<file path="config.mk">
export PLATFORM = sky130hd
export DESIGN_NAME = zigzag_rle_encoder
export DESIGN_NICKNAME = d
export VERILOG_FILES = /design/src/rtl/zigzag_rle_encoder.sv
export SDC_FILE = /design/constraint.sdc
export NUM_CORES = 1
export LEC_CHECK = 0
export BUFFER_PORTS_ARGS = -buffer_cell sky130_fd_sc_hd__buf_4
export CAP_MARGIN = 15
export CORE_AREA = 2 2 210 212
export DETAILED_ROUTE_END_ITERATION = 8
export DIE_AREA = 0 0 212 214
export PLACE_DENSITY_LB_ADDON = 0.05
export SLEW_MARGIN = 20
export SYNTH_ARGS = -nofsm -noshare
export SYNTH_HDL_FRONTEND = slang
export SYNTH_SLANG_ARGS = --single-unit
</file>
<file path="constraint.sdc">
create_clock -name clock -period 16.9 [get_ports clock]
set_input_delay 2.535 -clock clock [delete_from_list [all_inputs] [get_ports clock]]
set_output_delay 2.535 -clock clock [all_outputs]
set_load 0.01 [all_outputs]
</file>
<file path="src/rtl/zigzag_rle_encoder.sv">
// zigzag_rle_encoder
// Takes one zigzag-ordered block of 64 signed coefficients and emits JPEG
// entropy symbols one per handshake: a DC difference, then AC (run,size,amp)
// symbols, ZRL for zero runs of 16 or more, and EOB when the block tail is zero.
// Symbol fields depend only on registered state, so they hold steady under
// downstream backpressure.
module zigzag_rle_encoder #(
   parameter int COEF_WIDTH = 8,
   parameter int RUN_WIDTH  = 6
) (
   input  logic                       clock,
   input  logic                       reset_n,
   input  logic                       blk_valid,
   output logic                       blk_ready,
   input  logic [64*COEF_WIDTH-1:0]   blk_data,
   input  logic                       dc_clear,
   output logic                       sym_valid,
   input  logic                       sym_ready,
   output logic                       sym_is_dc,
   output logic [3:0]                 sym_run,
   output logic [3:0]                 sym_size,
   output logic [COEF_WIDTH:0]        sym_amp,
   output logic                       sym_last,
   output logic                       busy
);

   localparam int DIFF_W = COEF_WIDTH + 1;

   typedef enum logic [1:0] {
      S_IDLE,
      S_DC,
      S_AC,
      S_EOB
   } state_t;

   typedef struct packed {
      logic [3:0]        size;
      logic [DIFF_W-1:0] amp;
   } enc_t;

   // Magnitude category and JPEG amplitude bits (ones' complement for negatives).
   function automatic enc_t encode(input logic signed [DIFF_W-1:0] v);
      enc_t              e;
      logic [DIFF_W-1:0] mag;
      logic [DIFF_W-1:0] vm1;
      logic [DIFF_W:0]   one_sh;
      logic [DIFF_W-1:0] mask;
      mag    = v[DIFF_W-1] ? -v : v;
      e.size = '0;
      for (int i = 0; i < DIFF_W; i++) begin
         if (mag[i]) e.size = 4'(i + 1);
      end
      one_sh = (DIFF_W+1)'(1) << e.size;
      mask   = DIFF_W'(one_sh - (DIFF_W+1)'(1));
      vm1    = v - DIFF_W'(1);
      e.amp  = (v[DIFF_W-1] ? vm1 : v) & mask;
      return e;
   endfunction

   state_t                      state;
   state_t                      state_next;
   // Packed [0:63] puts element 0 (DC) in the most significant byte, matching blk_data.
   logic [0:63][COEF_WIDTH-1:0] blk_q;
   logic [COEF_WIDTH-1:0]       pred_q;
   logic [RUN_WIDTH-1:0]        run_q;
   logic [5:0]                  idx_q;

   logic [COEF_WIDTH-1:0]       coef_cur;
   logic                        coef_zero;
   logic                        idx_last;
   logic                        zrl_due;
   logic signed [DIFF_W-1:0]    dc_diff;
   logic signed [DIFF_W-1:0]    ac_val;
   enc_t                        dc_enc;
   enc_t                        ac_enc;

   assign coef_cur  = blk_q[idx_q];
   assign coef_zero = (coef_cur == '0);
   assign idx_last  = (idx_q == 6'd63);
   assign zrl_due   = (run_q >= RUN_WIDTH'(16));
   assign dc_diff   = $signed({blk_q[0][COEF_WIDTH-1], blk_q[0]})
                    - $signed({pred_q[COEF_WIDTH-1], pred_q});
   assign ac_val    = $signed({coef_cur[COEF_WIDTH-1], coef_cur});
   assign dc_enc    = encode(dc_diff);
   assign ac_enc    = encode(ac_val);

   assign blk_ready = (state == S_IDLE);
   assign busy      = (state != S_IDLE);

   // State register.
   always_ff @(posedge clock or negedge reset_n) begin
      // NOTE: sequential state uses <= so every flop samples pre-edge values; = here would create ordering-dependent races.
      if (!reset_n) state <= S_IDLE;
      else          state <= state_next;
   end

   // Next-state decode and symbol field presentation.
   always_comb begin
      // NOTE: every output gets a default before the case so no path leaves one unassigned, which would infer a latch.
      state_next = state;
      sym_valid  = 1'b0;
      sym_is_dc  = 1'b0;
      sym_run    = '0;
      sym_size   = '0;
      sym_amp    = '0;
      sym_last   = 1'b0;
      case (state)
         S_IDLE: begin
            if (blk_valid) state_next = S_DC;
         end
         S_DC: begin
            sym_valid = 1'b1;
            sym_is_dc = 1'b1;
            sym_size  = dc_enc.size;
            sym_amp   = dc_enc.amp;
            if (sym_ready) state_next = S_AC;
         end
         S_AC: begin
            if (coef_zero) begin
               if (idx_last) state_next = S_EOB;
            end else if (zrl_due) begin
               sym_valid = 1'b1;
               sym_run   = 4'd15;
            end else begin
               sym_valid = 1'b1;
               sym_run   = run_q[3:0];
               sym_size  = ac_enc.size;
               sym_amp   = ac_enc.amp;
               sym_last  = idx_last;
               if (sym_ready && idx_last) state_next = S_IDLE;
            end
         end
         S_EOB: begin
            sym_valid = 1'b1;
            sym_last  = 1'b1;
            if (sym_ready) state_next = S_IDLE;
         end
         default: state_next = S_IDLE;
      endcase
   end

   // Block capture on acceptance.
   always_ff @(posedge clock) begin
      // NOTE: the block copy is deliberately not reset; it is only read after a fresh block has been loaded into it.
      if (state == S_IDLE && blk_valid) blk_q <= blk_data;
   end

   // DC predictor, zero-run counter and coefficient index.
   always_ff @(posedge clock or negedge reset_n) begin
      if (!reset_n) begin
         pred_q <= '0;
         run_q  <= '0;
         idx_q  <= '0;
      end else begin
         case (state)
            S_IDLE: begin
               if (dc_clear) pred_q <= '0;
            end
            S_DC: begin
               if (sym_ready) begin
                  pred_q <= blk_q[0];
                  idx_q  <= 6'd1;
                  run_q  <= '0;
               end
            end
            S_AC: begin
               if (coef_zero) begin
                  run_q <= run_q + RUN_WIDTH'(1);
                  if (!idx_last) idx_q <= idx_q + 6'd1;
               end else if (sym_ready) begin
                  if (zrl_due) begin
                     run_q <= run_q - RUN_WIDTH'(16);
                  end else begin
                     run_q <= '0;
                     if (!idx_last) idx_q <= idx_q + 6'd1;
                  end
               end
            end
            default: ;
         endcase
      end
   end

endmodule

</file>
======== Word-level counts from Yosys, hierarchy flattened ========
Cells that the tools add are included.
word-level totals
  bits in registers ....................... 534
  word-level logic and storage cells ...... 171
operators by class
  $add $sub $neg .......................... 10
  order comparisons ....................... 2
  equality and inequality tests ........... 12
  shift operators ......................... 2
  multiplexer cells ....................... 62
  bitwise logic cells ..................... 3
  reduce and logical (&&, ||, !) cells .... 12
operator list
  cell                 number
  $mux 4               19
  $mux 6               9
  $mux 9               6
  $bmux 8 s6           1
  $mux 8               4
  $pmux 6 s2           2
  $and 9x9->9          2
  $mux 2               9
  $pmux 9 s2           1
  $shl 1x4->9 const A  2
  $sub 9x1->9 const B  2
  $pmux 8 s2           1
  $add 6x1->6 const B  2
  $ne 3x3->1 const B   4
  $neg 8->9            1
  $neg 9->9            1
  $sub 8x2->9 const B  1
  $sub 8x8->9          1
  $sub 9x2->9 const B  1
  $logic_not 8->1      1
  $pmux 2 s4           1
  $pmux 4 s2           1
  $ge 7x7->1 const B   1
  $not 6->7            1
  16 further kinds     29

======== Logic depth before layout (Yosys ltp) ========
  word-level depth ........................ 21
  gate-level depth with buffers ........... 23

======== Worst setup path after synthesis ========
No wires, ideal clock.
  path type ............................... input-to-reg
  start ................................... input port blk_valid
  end ..................................... register blk_q[0] in the netlist's numbering (enable)
  library setup time ...................... 941 ps
  data arrival time ....................... 13,945 ps
  data required time ...................... 15,959 ps
  setup slack ............................. 2,015 ps
  stages .................................. 1
  buffers on the path ..................... 0
  path through ............................ and2_1
on the way
  word-level cells in the longest chain between the ends .. 1
RTL lines
  element               line  text
  from (decl)           13    input logic blk_valid,
  $logic_and 1x1->1     145   if (state == S_IDLE && blk_valid) blk_q <= blk_data;
  to (signal assigned)  145
  to (decl)             63    logic [0:63][COEF_WIDTH-1:0] blk_q;
Every way passes these cells.
A chain may end at the register's enable or synchronous reset.

======== Final worst setup path ========
  start ................................... register idx_q[2]
  end ..................................... output port sym_amp[4]
on the way
  word-level cells in the longest chain between the ends .. 21
RTL lines
  element                                       line  text
  from (decl)                                   66    logic [5:0] idx_q;
  from (signal assigned)                        169   if (!idx_last) idx_q <= idx_q + 6'd1;
  from (signal assigned)                        175   if (!idx_last) idx_q <= idx_q + 6'd1;
  $not 6->7 (not written as such) *             77    assign coef_cur = blk_q[idx_q];
  $bmux 8 s6 *                                  77
  $mux 8 (not written as such) * (2 in series)  77
  $neg 8->9                                     48    mag = v[DIFF_W-1] ? -v : v;
  $mux 9                                        48
  $mux 1                                        51    if (mag[i]) e.size = 4'(i + 1);
  $mux 4 (8 in series)                          51
  $shl 1x4->9                                   53    one_sh = (DIFF_W+1)'(1) << e.size;
  $sub 9x1->9                                   54    mask = DIFF_W'(one_sh - (DIFF_W+1)'(1));
  $and 9x9->9                                   56    e.amp = (v[DIFF_W-1] ? vm1 : v) & mask;
  $mux 9                                        121   end else if (zrl_due) begin
  $mux 9 *                                      119   if (coef_zero) begin
  $pmux 9 s2 *                                  107   case (state)
  to (decl)                                     22    output logic [COEF_WIDTH:0] sym_amp,
Mark *: on every way between the ends. The rest lies on a longest branch, timed or not. The select of a mux whose other input is x is not followed.

==> results_dict.tcl <==
set metrics [dict create \
    nets 2400 \
    timing.setup.tns_ps 0 \
    swShare 0.326 \
    syn_nets 1866 \
    crit_path_start_kind "flop" \
    setup_viol 0 \
    avgSynthCellArea_um2 17.3 \
    p_int_w 0.00315 \
    cts_buffers 53 \
    rows 76 \
    slew_viol_final 0 \
    start_util 0.536 \
    drive_gt1_frac 0.402 \
    ys_ff_latch 534 \
    antenna_found_initial 36 \
    gp_congestion 0.866 \
    grt_pass1_wl_um 93200 \
    synth-seq-area-share 0.692 \
    required_ps 14370 \
    fillerInstances 2965 \
    synth_ff_type "edfxtp_1" \
    drt_wl_total_um 65200 \
    fmax_mhz 105 \
    synthTopCellsByArea "edfxtp_1 (67%), mux4_2 (9.5%), mux2i_1 (2.5%)" \
    dr_total_vias 14400 \
    hold_violations 0 \
    cts_setup_buffers 0 \
    ir_drop_mv 0.115 \
    grt_pass1_vias 14800 \
    fin_cells 2511 \
    min_path_type "flop to flop" \
    leakagePower_nw 10.8 \
    endpoint_kind "output pin" \
    path_clk_slew_ps 60 \
    comb_power_share 0.344 \
    fin_skew_ps 14.2 \
    grt_usage 0.287 \
    drt-wirelength-per-cell_um 25.9 \
    numPortBuffers 537 \
    clock_latency_ps 610 \
    fin_crit_ps 9530 \
    cts_tree "built" \
    post_drt_via_cell_ratio 5.74 \
    clock_sinks 534 \
    pwr-share-seq 0.400 \
    core_area_mm2 0.0429 \
    power_frac_clock 0.256 \
    detail-route-antenna-nets 0 \
    cts_resized 0 \
    htreeDepth 2 \
    remaining_drc_errors 0 \
    drt_iter0_drc 1373 \
    netlist.area_leader.share 0.668 \
    max-cap-violations 0 \
    synthToLayoutAreaGrowth_pct 27.4 \
    placed_cell_area_mm2 0.0275 \
    placed_cells 2392 \
    tightest_slew_ps 1080 \
    dp_hpwl_um 48300 \
    ys_warn_count 0 \
    ioPinCount 539 \
    worstPathArrival_ps 6990 \
    synth_async_sr_flop_share 0.0412 \
    design_area_mm2 0.0293 \
    rsz0062_at_grt "false" \
    status "finished clean" \
    criticalPathCategory "flop to output pin" \
    synth_area_mm2 0.0230 \
    ys_types 97 \
    fin_crit_sh 0.564 \
    ctsLongestPathBuffers 3 \
    postSynthCellCount 1329 \
    synth_top_area_cell "edfxtp_1" \
    power-per-cell-area_mw_per_mm2 160 \
    synth-edff-count 512 \
    grt_max_degree 208 \
    overflow 0 \
    die_area_mm2 0.0454 \
    die_width_um 212 \
    slew_headroom 0.281 \
    die_y_um 214 \
    netSwitchingPower_w 0.00152 \
    hold_buffers 0 \
    dr.pass1.iters 5 \
    worstPathMaxFanout 49 \
    root_buffer "clkbuf_16" \
]
-- worst max-delay path: stages (launching register included) --
cell,delay [ps]
dfrtp_4,730
buf_4,680
nand3b_1,800
o22a_1,440
nand4_1,250
nand3_1,120
o21a_1,180
ha_1,340
nor3b_1,230
a311oi_1,80
a31o_1,220
a221oi_2,270
o21ai_1,200
a21bo_2,290
or3_4,400
ha_1,270
nor4b_1,370
a311o_1,200
a21o_1,160
buf_4,130
-- sequential cells by signal, indices dropped and copies added (netlist names) --
name and flops:
state 2, idx_q 6, blk_q 512, pred_q 8, run_q 6
-- cell usage in the layout (no fill, tap or decap), drive strengths merged, types with 7 or more instances in the layout --
| cell type | instances |
|---|---|
| nand3 | 38 |
| a22o | 15 |
| a221oi | 7 |
| o22ai | 13 |
| dfrtp | 22 |
| clkbuf | 62 |
| nor2b | 18 |
| a21o | 8 |
| clkinv | 22 |
| buf | 546 |
| o211ai | 8 |
| a21oi | 25 |
| xor2 | 8 |
| mux2i | 59 |
| mux2 | 12 |
| xnor2 | 18 |
| nand2b | 7 |
| nand2 | 67 |
| nor3 | 17 |
| mux4 | 99 |
| and2 | 13 |
| nor2 | 45 |
| inv | 26 |
| or3 | 8 |
| bufinv | 8 |
| o31ai | 7 |
| o21ai | 46 |
| a211oi | 8 |
| nand4 | 11 |
| diode | 25 |
| a22oi | 24 |
| edfxtp | 512 |
| ha | 19 |
-- cell families (layout without fill, tap and decap cells) --
logic type,Yosys count,after routing,synth area share
other cells,1,26,0.000163
mux,170,170,0.129
simple gates,251,251,0.0565
fa+ha+maj,20,20,0.0112
compound gates,235,235,0.0769
buf+inv,92,664,0.0236
xor+xnor,26,26,0.00990
flops,534,534,0.692
-- metal layers --
metal,vias up,global-route usage,part of all wire
met2,619,0.466,0.50
met1,7142,0.355,0.38
li1,6510,-,-
met3,111,0.0881,0.089
met5,-,0,0.0023
met4,22,0.128,0.032
-- power by group through the flow --
stage / Combinational, W / Clock [W] / Sequential (W)
global route: 0.00173 / 0.00126 / 0.00190
CTS: 0.00159 / 0.00121 / 0.00188
floorplan: 0.00119 / 0 / 0.00197
detailed placement: 0.00159 / 0 / 0.00190
global placement: 0.00157 / 0 / 0.00189
finish: 0.00161 / 0.00120 / 0.00187
-- metrics by stage --
step / total power, W / util / hold slack (ps) / worst slack, ps
after floorplan: 0.00316 / - / 482 / 2010
after global placement: 0.00347 / 0.640 / 511 / 8120
after detailed placement: 0.00349 / 0.640 / 530 / 8060
after CTS: 0.00469 / 0.681 / 536 / 7390
after global routing: 0.00489 / 0.683 / 561 / 6980
final: 0.00468 / 0.683 / 542 / 7370
-- area by class of cell --
class	count	area, um^2	share of cell area
well taps	585	732	0.0250
clock inverters	31	370	0.0126
clock buffers	62	1380	0.0471
repair buffers	546	4160	0.142
flip-flops and latches	534	15900	0.544
multi-input cells	703	6570	0.224
inverters	25	93.8	0.00320
diodes	25	62.6	0.00214
-- final timing paths --
path                                           start                    end  slack (ps)  depth (start not counted)
min in group asynchronous                    reset_n  pred_q[6]$_DFFE_PN0P_        1830                          1
worst min-delay path            state[1]$_DFFE_PN0P_   state[1]$_DFFE_PN0P_         540                          1
worst max-delay path            idx_q[2]$_DFFE_PN0P_             sym_amp[4]        7370                         19
max in group asynchronous                    reset_n   idx_q[2]$_DFFE_PN0P_       14780                          1
worst min register to register  state[1]$_DFFE_PN0P_   state[1]$_DFFE_PN0P_         540                          1
worst max register to register  idx_q[0]$_DFFE_PN0P_   idx_q[0]$_DFFE_PN0P_       11410                         14
-- synth_stat cells, types with 15 or more instances --
library cell and count:
dfrtp_1 22, nor2_1 43, mux4_2 97, ha_1 19, a22oi_1 21, nor3_1 17, nand3_1 38, clkbuf_1 26
edfxtp_1 512, a21oi_1 23, nor2b_1 18, xnor2_1 18, o21ai_0 42, buf_2 17, a22o_1 15, mux2i_1 58
nand2_1 66, inv_1 25
Note: power is estimated with default switching activity, not from simulation.
